==> config.mk <==
export PLATFORM = sky130hd
export DESIGN_NAME = fp_mul_pipe
export DESIGN_NICKNAME = d
export VERILOG_FILES = /design/src/rtl/fp_mul_pipe.sv
export SDC_FILE = /design/constraint.sdc
export NUM_CORES = 1
export LEC_CHECK = 0
export CAP_MARGIN = 20
export CORE_UTILIZATION = 60
export DETAILED_ROUTE_END_ITERATION = 16
export HOLD_SLACK_MARGIN = 0.02
export PLACE_DENSITY = 0.91
export SLEW_MARGIN = 10
export SYNTH_ARGS = -nofsm -noshare
export SYNTH_HDL_FRONTEND = slang
export SYNTH_SLANG_ARGS = --single-unit
==> constraint.sdc <==
create_clock -name clk -period 8.56 [get_ports clk]
set_input_delay 0.856 -clock clk [delete_from_list [all_inputs] [get_ports clk]]
set_output_delay 0.856 -clock clk [all_outputs]
set_load 0.02 [all_outputs]
==> src/rtl/fp_mul_pipe.sv <==
// Three-stage pipelined floating-point multiplier with valid/ready back-pressure, per-operation
// truncate / round-to-nearest-even rounding, {invalid, overflow, underflow} flags and a tag.
module fp_mul_pipe #(
   parameter int unsigned EXP_W  = 8,
   parameter int unsigned FRAC_W = 7,
   parameter int unsigned TAG_W  = 4,
   localparam int unsigned W     = 1 + EXP_W + FRAC_W
) (
   input  logic             clk,
   input  logic             rst,
   input  logic             in_valid,
   output logic             in_ready,
   input  logic [W-1:0]     in_a,
   input  logic [W-1:0]     in_b,
   input  logic             in_rnd,
   input  logic [TAG_W-1:0] in_tag,
   output logic             out_valid,
   input  logic             out_ready,
   output logic [W-1:0]     out_res,
   output logic [TAG_W-1:0] out_tag,
   output logic [2:0]       out_flags
);

   localparam int unsigned MW = FRAC_W + 1;
   localparam int unsigned PW = 2 * MW;
   localparam int unsigned SW = EXP_W + 2;
   localparam logic [SW-1:0] BIAS_V = SW'(2 ** (EXP_W - 1) - 1);
   localparam logic [SW-1:0] EMAX_V = SW'(2 ** EXP_W - 1);

   typedef enum logic [1:0] {ClsNum, ClsZero, ClsInf, ClsNan} cls_e;

   logic adv;

   // Operand fields
   logic              a_sign, b_sign;
   logic [EXP_W-1:0]  a_exp, b_exp;
   logic [FRAC_W-1:0] a_frac, b_frac;
   logic              a_zero, b_zero, a_inf, b_inf, a_nan, b_nan;

   // Stage 1: decode
   logic              s1_valid_q;
   logic              s1_sign_d, s1_sign_q;
   logic [MW-1:0]     s1_ma_d, s1_ma_q, s1_mb_d, s1_mb_q;
   logic [SW-1:0]     s1_exp_d, s1_exp_q;
   cls_e              s1_cls_d, s1_cls_q;
   logic              s1_rnd_q;
   logic [TAG_W-1:0]  s1_tag_q;

   // Stage 2: multiply
   logic              s2_valid_q;
   logic              s2_sign_q;
   logic [PW-1:0]     s2_prod_d, s2_prod_q;
   logic [SW-1:0]     s2_exp_q;
   cls_e              s2_cls_q;
   logic              s2_rnd_q;
   logic [TAG_W-1:0]  s2_tag_q;

   // Stage 3: normalise, round, pack
   logic [PW-2:0]     norm_low;
   logic [SW-1:0]     exp_n, exp_r;
   logic [FRAC_W-1:0] frac_t;
   logic              guard, sticky, round_up;
   logic [FRAC_W:0]   frac_sum;
   logic              out_valid_q;
   logic [W-1:0]      out_res_d, out_res_q;
   logic [2:0]        out_flags_d, out_flags_q;
   logic [TAG_W-1:0]  out_tag_q;

   assign adv      = !out_valid_q || out_ready;
   assign in_ready = adv && !rst;

   assign a_sign = in_a[W-1];
   assign b_sign = in_b[W-1];
   assign a_exp  = in_a[W-2 -: EXP_W];
   assign b_exp  = in_b[W-2 -: EXP_W];
   assign a_frac = in_a[FRAC_W-1:0];
   assign b_frac = in_b[FRAC_W-1:0];

   assign a_zero = ~|a_exp;
   assign b_zero = ~|b_exp;
   assign a_inf  = (&a_exp) & ~|a_frac;
   assign b_inf  = (&b_exp) & ~|b_frac;
   assign a_nan  = (&a_exp) & |a_frac;
   assign b_nan  = (&b_exp) & |b_frac;

   always_comb begin
      s1_sign_d = a_sign ^ b_sign;
      s1_ma_d   = {1'b1, a_frac};
      s1_mb_d   = {1'b1, b_frac};
      s1_exp_d  = {2'b00, a_exp} + {2'b00, b_exp} - BIAS_V;
      s1_cls_d  = ClsNum;
      if (a_nan || b_nan || (a_zero && b_inf) || (a_inf && b_zero)) begin
         s1_cls_d = ClsNan;
      end else if (a_inf || b_inf) begin
         s1_cls_d = ClsInf;
      end else if (a_zero || b_zero) begin
         s1_cls_d = ClsZero;
      end
   end

   assign s2_prod_d = PW'(s1_ma_q) * PW'(s1_mb_q);

   always_comb begin
      // Align so the leading one sits just above norm_low; the dropped zero joins the sticky bits.
      norm_low    = s2_prod_q[PW-1] ? s2_prod_q[PW-2:0] : {s2_prod_q[PW-3:0], 1'b0};
      exp_n       = s2_exp_q + {{(SW-1){1'b0}}, s2_prod_q[PW-1]};
      frac_t      = norm_low[PW-2 -: FRAC_W];
      guard       = norm_low[PW-2-FRAC_W];
      sticky      = |norm_low[PW-3-FRAC_W:0];
      round_up    = s2_rnd_q & guard & (sticky | frac_t[0]);
      frac_sum    = {1'b0, frac_t} + {{FRAC_W{1'b0}}, round_up};
      exp_r       = exp_n + {{(SW-1){1'b0}}, frac_sum[FRAC_W]};
      out_res_d   = {s2_sign_q, exp_r[EXP_W-1:0], frac_sum[FRAC_W-1:0]};
      out_flags_d = 3'b000;
      unique case (s2_cls_q)
         ClsNan: begin
            out_res_d   = {1'b0, {EXP_W{1'b1}}, 1'b1, {(FRAC_W-1){1'b0}}};
            out_flags_d = 3'b100;
         end
         ClsInf: begin
            out_res_d = {s2_sign_q, {EXP_W{1'b1}}, {FRAC_W{1'b0}}};
         end
         ClsZero: begin
            out_res_d = {s2_sign_q, {EXP_W{1'b0}}, {FRAC_W{1'b0}}};
         end
         default: begin
            if (exp_r[SW-1] || (exp_r == '0)) begin
               out_res_d   = {s2_sign_q, {EXP_W{1'b0}}, {FRAC_W{1'b0}}};
               out_flags_d = 3'b001;
            end else if (exp_r >= EMAX_V) begin
               out_res_d   = {s2_sign_q, {EXP_W{1'b1}}, {FRAC_W{1'b0}}};
               out_flags_d = 3'b010;
            end
         end
      endcase
   end

   // Valids and result registers are reset; intermediate data only moves when the pipe advances.
   always_ff @(posedge clk) begin
      if (rst) begin
         s1_valid_q  <= 1'b0;
         s2_valid_q  <= 1'b0;
         out_valid_q <= 1'b0;
         out_res_q   <= '0;
         out_tag_q   <= '0;
         out_flags_q <= '0;
      end else if (adv) begin
         s1_valid_q  <= in_valid;
         s2_valid_q  <= s1_valid_q;
         out_valid_q <= s2_valid_q;
         out_res_q   <= out_res_d;
         out_tag_q   <= s2_tag_q;
         out_flags_q <= out_flags_d;
      end
   end

   always_ff @(posedge clk) begin
      if (adv) begin
         s1_sign_q <= s1_sign_d;
         s1_ma_q   <= s1_ma_d;
         s1_mb_q   <= s1_mb_d;
         s1_exp_q  <= s1_exp_d;
         s1_cls_q  <= s1_cls_d;
         s1_rnd_q  <= in_rnd;
         s1_tag_q  <= in_tag;
         s2_sign_q <= s1_sign_q;
         s2_prod_q <= s2_prod_d;
         s2_exp_q  <= s1_exp_q;
         s2_cls_q  <= s1_cls_q;
         s2_rnd_q  <= s1_rnd_q;
         s2_tag_q  <= s1_tag_q;
      end
   end

   assign out_valid = out_valid_q && !rst;
   assign out_res   = rst ? '0 : out_res_q;
   assign out_tag   = rst ? '0 : out_tag_q;
   assign out_flags = rst ? 3'b000 : out_flags_q;

endmodule

# Yosys cells after proc, flatten, opt, wreduce, memory -nomap -nowiden
# Cells that the tools add are included.
# word_totals
regBits	92
output_inout_bits	25
input_bits	41
wordCells	77
# classes
add_sub_neg	5
n_eq_ne	3
n_mul	1
n_bitwise	8
n_mux	12
reduce_logical	27
order_cmp	1
# ops
cell	count
one-hot mux 16 bit (3 select lines)	1
2-to-1 mux 15 bit	3
OR reduction 7 bit	3
adder 10 x 1 -> 10 bit	2
multiplier 8 x 8 -> 16 bit	1
2-to-1 mux 16 bit	1
AND reduction 8 bit	2
OR reduction 8 bit	2
greater-or-equal comparator 10 x 8 -> 1 bit (second input constant)	1
logical NOT 10 bit	1
subtractor 9 x 7 -> 10 bit (second input constant)	1
adder 8 x 8 -> 9 bit	1
adder 7 x 1 -> 8 bit	1
logical OR 1 bit	7
bitwise AND 1 bit	6
logical NOT 1 bit	6
one-hot mux 3 bit (2 select lines)	1
equality test 2 bit (second input constant)	2
logical AND 1 bit	4
2-to-1 mux 2 bit	2
2-to-1 mux 4 bit	1
OR reduction 2 bit	2
2-to-1 mux 3 bit	1
equality test 2 x 1 -> 1 bit (second input constant)	1
3 further kinds	4

# Longest topological paths before layout
# logic_depth
depth_word	10
mapped_depth	17
mapped_depth_nobuf	17

# Worst setup path before layout
# OpenSTA, ideal clock, no wires.
# synth_timing
path_kind	reg2reg
start	register s1_mb_q[6]
end	register s2_prod_q[13] (data pin)
t_required_ps	8365
path_buffers	0
period_less_slack_ps	4642
slack_ps	3918
stages_incl_launch_ff	17
t_arrival_ps	4447
setup_time_ps	195
cell_sequence	edfxtp_1 -> and2_1 -> fa_1 -> inv_1 -> fa_1 -> inv_1 -> fa_1 -> inv_1 -> fa_1 -> inv_1 -> ha_1 -> o21a_1 -> o31a_1 -> o31a_1 -> o211a_1 -> or2_2 -> o311ai_0
# synth_between
elab_chain_len	1
# synth_rtl
element	line	text
start: declaration	43	logic [MW-1:0] s1_ma_d, s1_ma_q, s1_mb_d, s1_mb_q;
start signal: assignment	161	s1_mb_q <= s1_mb_d;
multiplier 8 x 8 -> 16 bit	101	assign s2_prod_d = PW'(s1_ma_q) * PW'(s1_mb_q);
net s2_prod_d[13]	52	logic [PW-1:0] s2_prod_d, s2_prod_q;
end signal: assignment	167	s2_prod_q <= s2_prod_d;
end: declaration	52	
# The timed path passes the listed nets, and every way through them passes these cells.
# A chain may end at the register's enable or synchronous reset.

# Worst setup path after layout
# Same ends and word-level chain as after synthesis.

==> qor.yml <==
run_status:
  status: "finished, final reports clean"
detailed_routing:
  firstDrtPassIters: 5
  ant_nets: 0
  via_per_inst: 5.70
  totalWireLength_um: 12500
  drc_errors: 0
  wl_per_cell_um: 15.6
  num_vias: 4565
  drt_iter0_drc: 221
cts:
  cts_setup_buffers: 0
  numCtsBuffers: 9
  clock_sinks: 92
  clockBufferDepth: 2
  clk_latency_ns: 0.37
  htree_levels: 3
  cts_hold_buf: 0
  cts_resized: 0
  clk_pin_slew_worst_paths_ns: 0.09
  cts_tree: "done"
  cts_root_buf: "clkbuf_8"
timing:
  tightest_slew_ns: 0.836
  setup_tns_ns: 0
  relSlewSlack_pct: 44.1
  rsz0062_at_grt: "no"
  setup_viol: 0
  min_period_over_period_pct: 58.8
  clock_skew_ns: 0.0141
  setup_slack_ns: 3.53
  finalHoldViolCount: 0
  layout_min_cycle_time_ns: 5.03
  final-max-slew-violation-count: 0
  timing.fmax_ghz: 0.199
  holdWs_ns: 0.424
global_route:
  grt_use_total_pct: 24.2
  grt_pass1_vias: 4547
  grt_max_degree: 58
  grt_pass1_wl_um: 21100
  grt-ovfl-total: 0
  antenna_found_initial: 0
synthesis:
  ys_ff_latch: 92
  synthFlopType: "edfxtp_1"
  syn_area_mm2: 0.00633
  synth_warnings: 0
  postSynthCellCount: 599
  synth_seq_area_share_pct: 39.5
  syn-num-nets: 730
  synth-edff-count: 66
  ys_types: 64
  async_flop_share_pct: 0
  avgSynthCellArea_um2: 10.6
floorplan:
  num_rows: 37
  start_util_pct: 61.6
  die-area_mm2: 0.0110
  die_x_um: 105
  coreArea_mm2: 0.0103
  die_h_um: 105
  io_pins: 66
placement:
  dp_slack_ns: 3.54
  hpwl_um: 9720
  gp_congestion: 0.855
  port_buffers: 65
setup_path:
  cp_num_buf_inv: 4
  cpMaxStageDelayCell: "edfxtp_1"
  required_ns: 8.71
  cp.arrival_ns: 5.18
  cp_max_fo: 8
  crit_chain: "and2_1 -> fa_1 -> inv_1 -> fa_1 -> inv_1 -> fa_1 -> inv_1 -> fa_1 -> inv_1 -> ha_1 -> o21a_1 -> o31a_1 -> o31a_1 -> o211a_1 -> or2_2 -> o311ai_0"
  cp_top_family: "adder cells"
  slowest_delay_ns: 0.53
  crit_type: "flip-flop to flip-flop"
  cp-end-kind: "flip-flop"
  start_kind: "flip-flop"
cells_and_area:
  n_fill_cell: 789
  layout.nets: 791
  diodes: 0
  area_growth_pct: 15.2
  drive_above_1_share_pct: 4.21
  final_common_cell: "inv_1"
  final_cell_mix: "inv_1, edfxtp_1, clkdlybuf4s50_1"
pwr:
  total_power_mw: 1.78
  power.density_mw_per_mm2: 245
  power.leakage_nw: 3.11
  irDropWorstVdd_v: 0.000113
worst_hold_path:
  hold_path.class: "flip-flop to flip-flop"
flow_run:
  drv_cap: 0
metrics by stage:
stage | util (%) | area [um2] | cells
2_1_floorplan | - | 6330 | 599
3_3_place_gp | 68.9 | 7080 | 785
3_5_place_dp | 68.9 | 7080 | 785
4_1_cts | 71.0 | 7290 | 801
5_1_grt | 71.0 | 7290 | 801
6_report | 71.0 | 7290 | 801
per-layer routing:
layer | track usage [%] | part of all wire [%] | up-vias
met3 | 4.43 | 5.7 | 20
met4 | 7.65 | 1.4 | 0
met5 | 0 | 0 | -
met1 | 31.4 | 44 | 2147
li1 | - | - | 2241
met2 | 41.2 | 49 | 157
final cells by class:
type / instances / area, um2 / share of cell area (%)
Multi-Input combinational cell: 417 / 3460 / 47.5
Sequential cell: 92 / 2500 / 34.3
Timing Repair Buffer: 68 / 673 / 9.23
Inverter: 72 / 270 / 3.71
Clock buffer: 13 / 191 / 2.63
Tap cell: 136 / 170 / 2.33
Clock inverter: 3 / 22.5 / 0.309
cells by family (layout without fill, tap and decap cells):
logic type / Yosys count / in the layout / share of synthesized area, %
XOR/XNOR: 24 / 24 / 3.32
buffers and inverters: 90 / 156 / 5.73
AND/OR/NAND/NOR: 202 / 202 / 17.0
flip-flops: 92 / 92 / 39.5
adder cells (fa/ha/maj): 90 / 90 / 22.3
multiplexers: 3 / 3 / 0.494
AO/OA/AOI/OAI: 98 / 98 / 11.5
cells in the mapped netlist, types with 11 or more instances:
cell,n,share of area (%)
inv_1,72,4.3
edfxtp_1,66,31
ha_1,52,10
nand2_1,46,2.7
fa_1,38,12
nor2_1,32,1.9
and2_1,29,2.9
nor2b_1,28,2.8
dfxtp_1,26,8.2
a21oi_1,21,1.7
xnor2_1,16,2.2
nor3_1,13,1.0
nand4_1,11,1.1
sequential cells by signal (all words and copies together), names as in the netlist, 3 cells and up:
register and flops:
s1_ma_q 7, s1_tag_q 4, s1_exp_q 10, s2_prod_q 16, s1_mb_q 7, out_res_q 16
s2_tag_q 4, out_tag_q 4, s2_exp_q 10, out_flags_q 3
worst paths after layout:
kind / from / to / slack (ns) / cells after the start
setup / recovery: s1_mb_q[6] / s2_prod_q[13] / 3.53 / 16
hold / removal: s1_exp_q[3] / s2_exp_q[3] / 0.42 / 0
setup reg to reg: s1_mb_q[6] / s2_prod_q[13] / 3.53 / 16
hold reg to reg: s1_exp_q[3] / s2_exp_q[3] / 0.42 / 0
report_power, final:
group / switching (mW) / total (mW) / internal, mW
combinational: 0.409 / 0.777 / 0.368
clock: 0.157 / 0.308 / 0.151
sequential: 0.0950 / 0.698 / 0.603
total: 0.661 / 1.78 / 1.12
(Power assumes the default switching activity.)
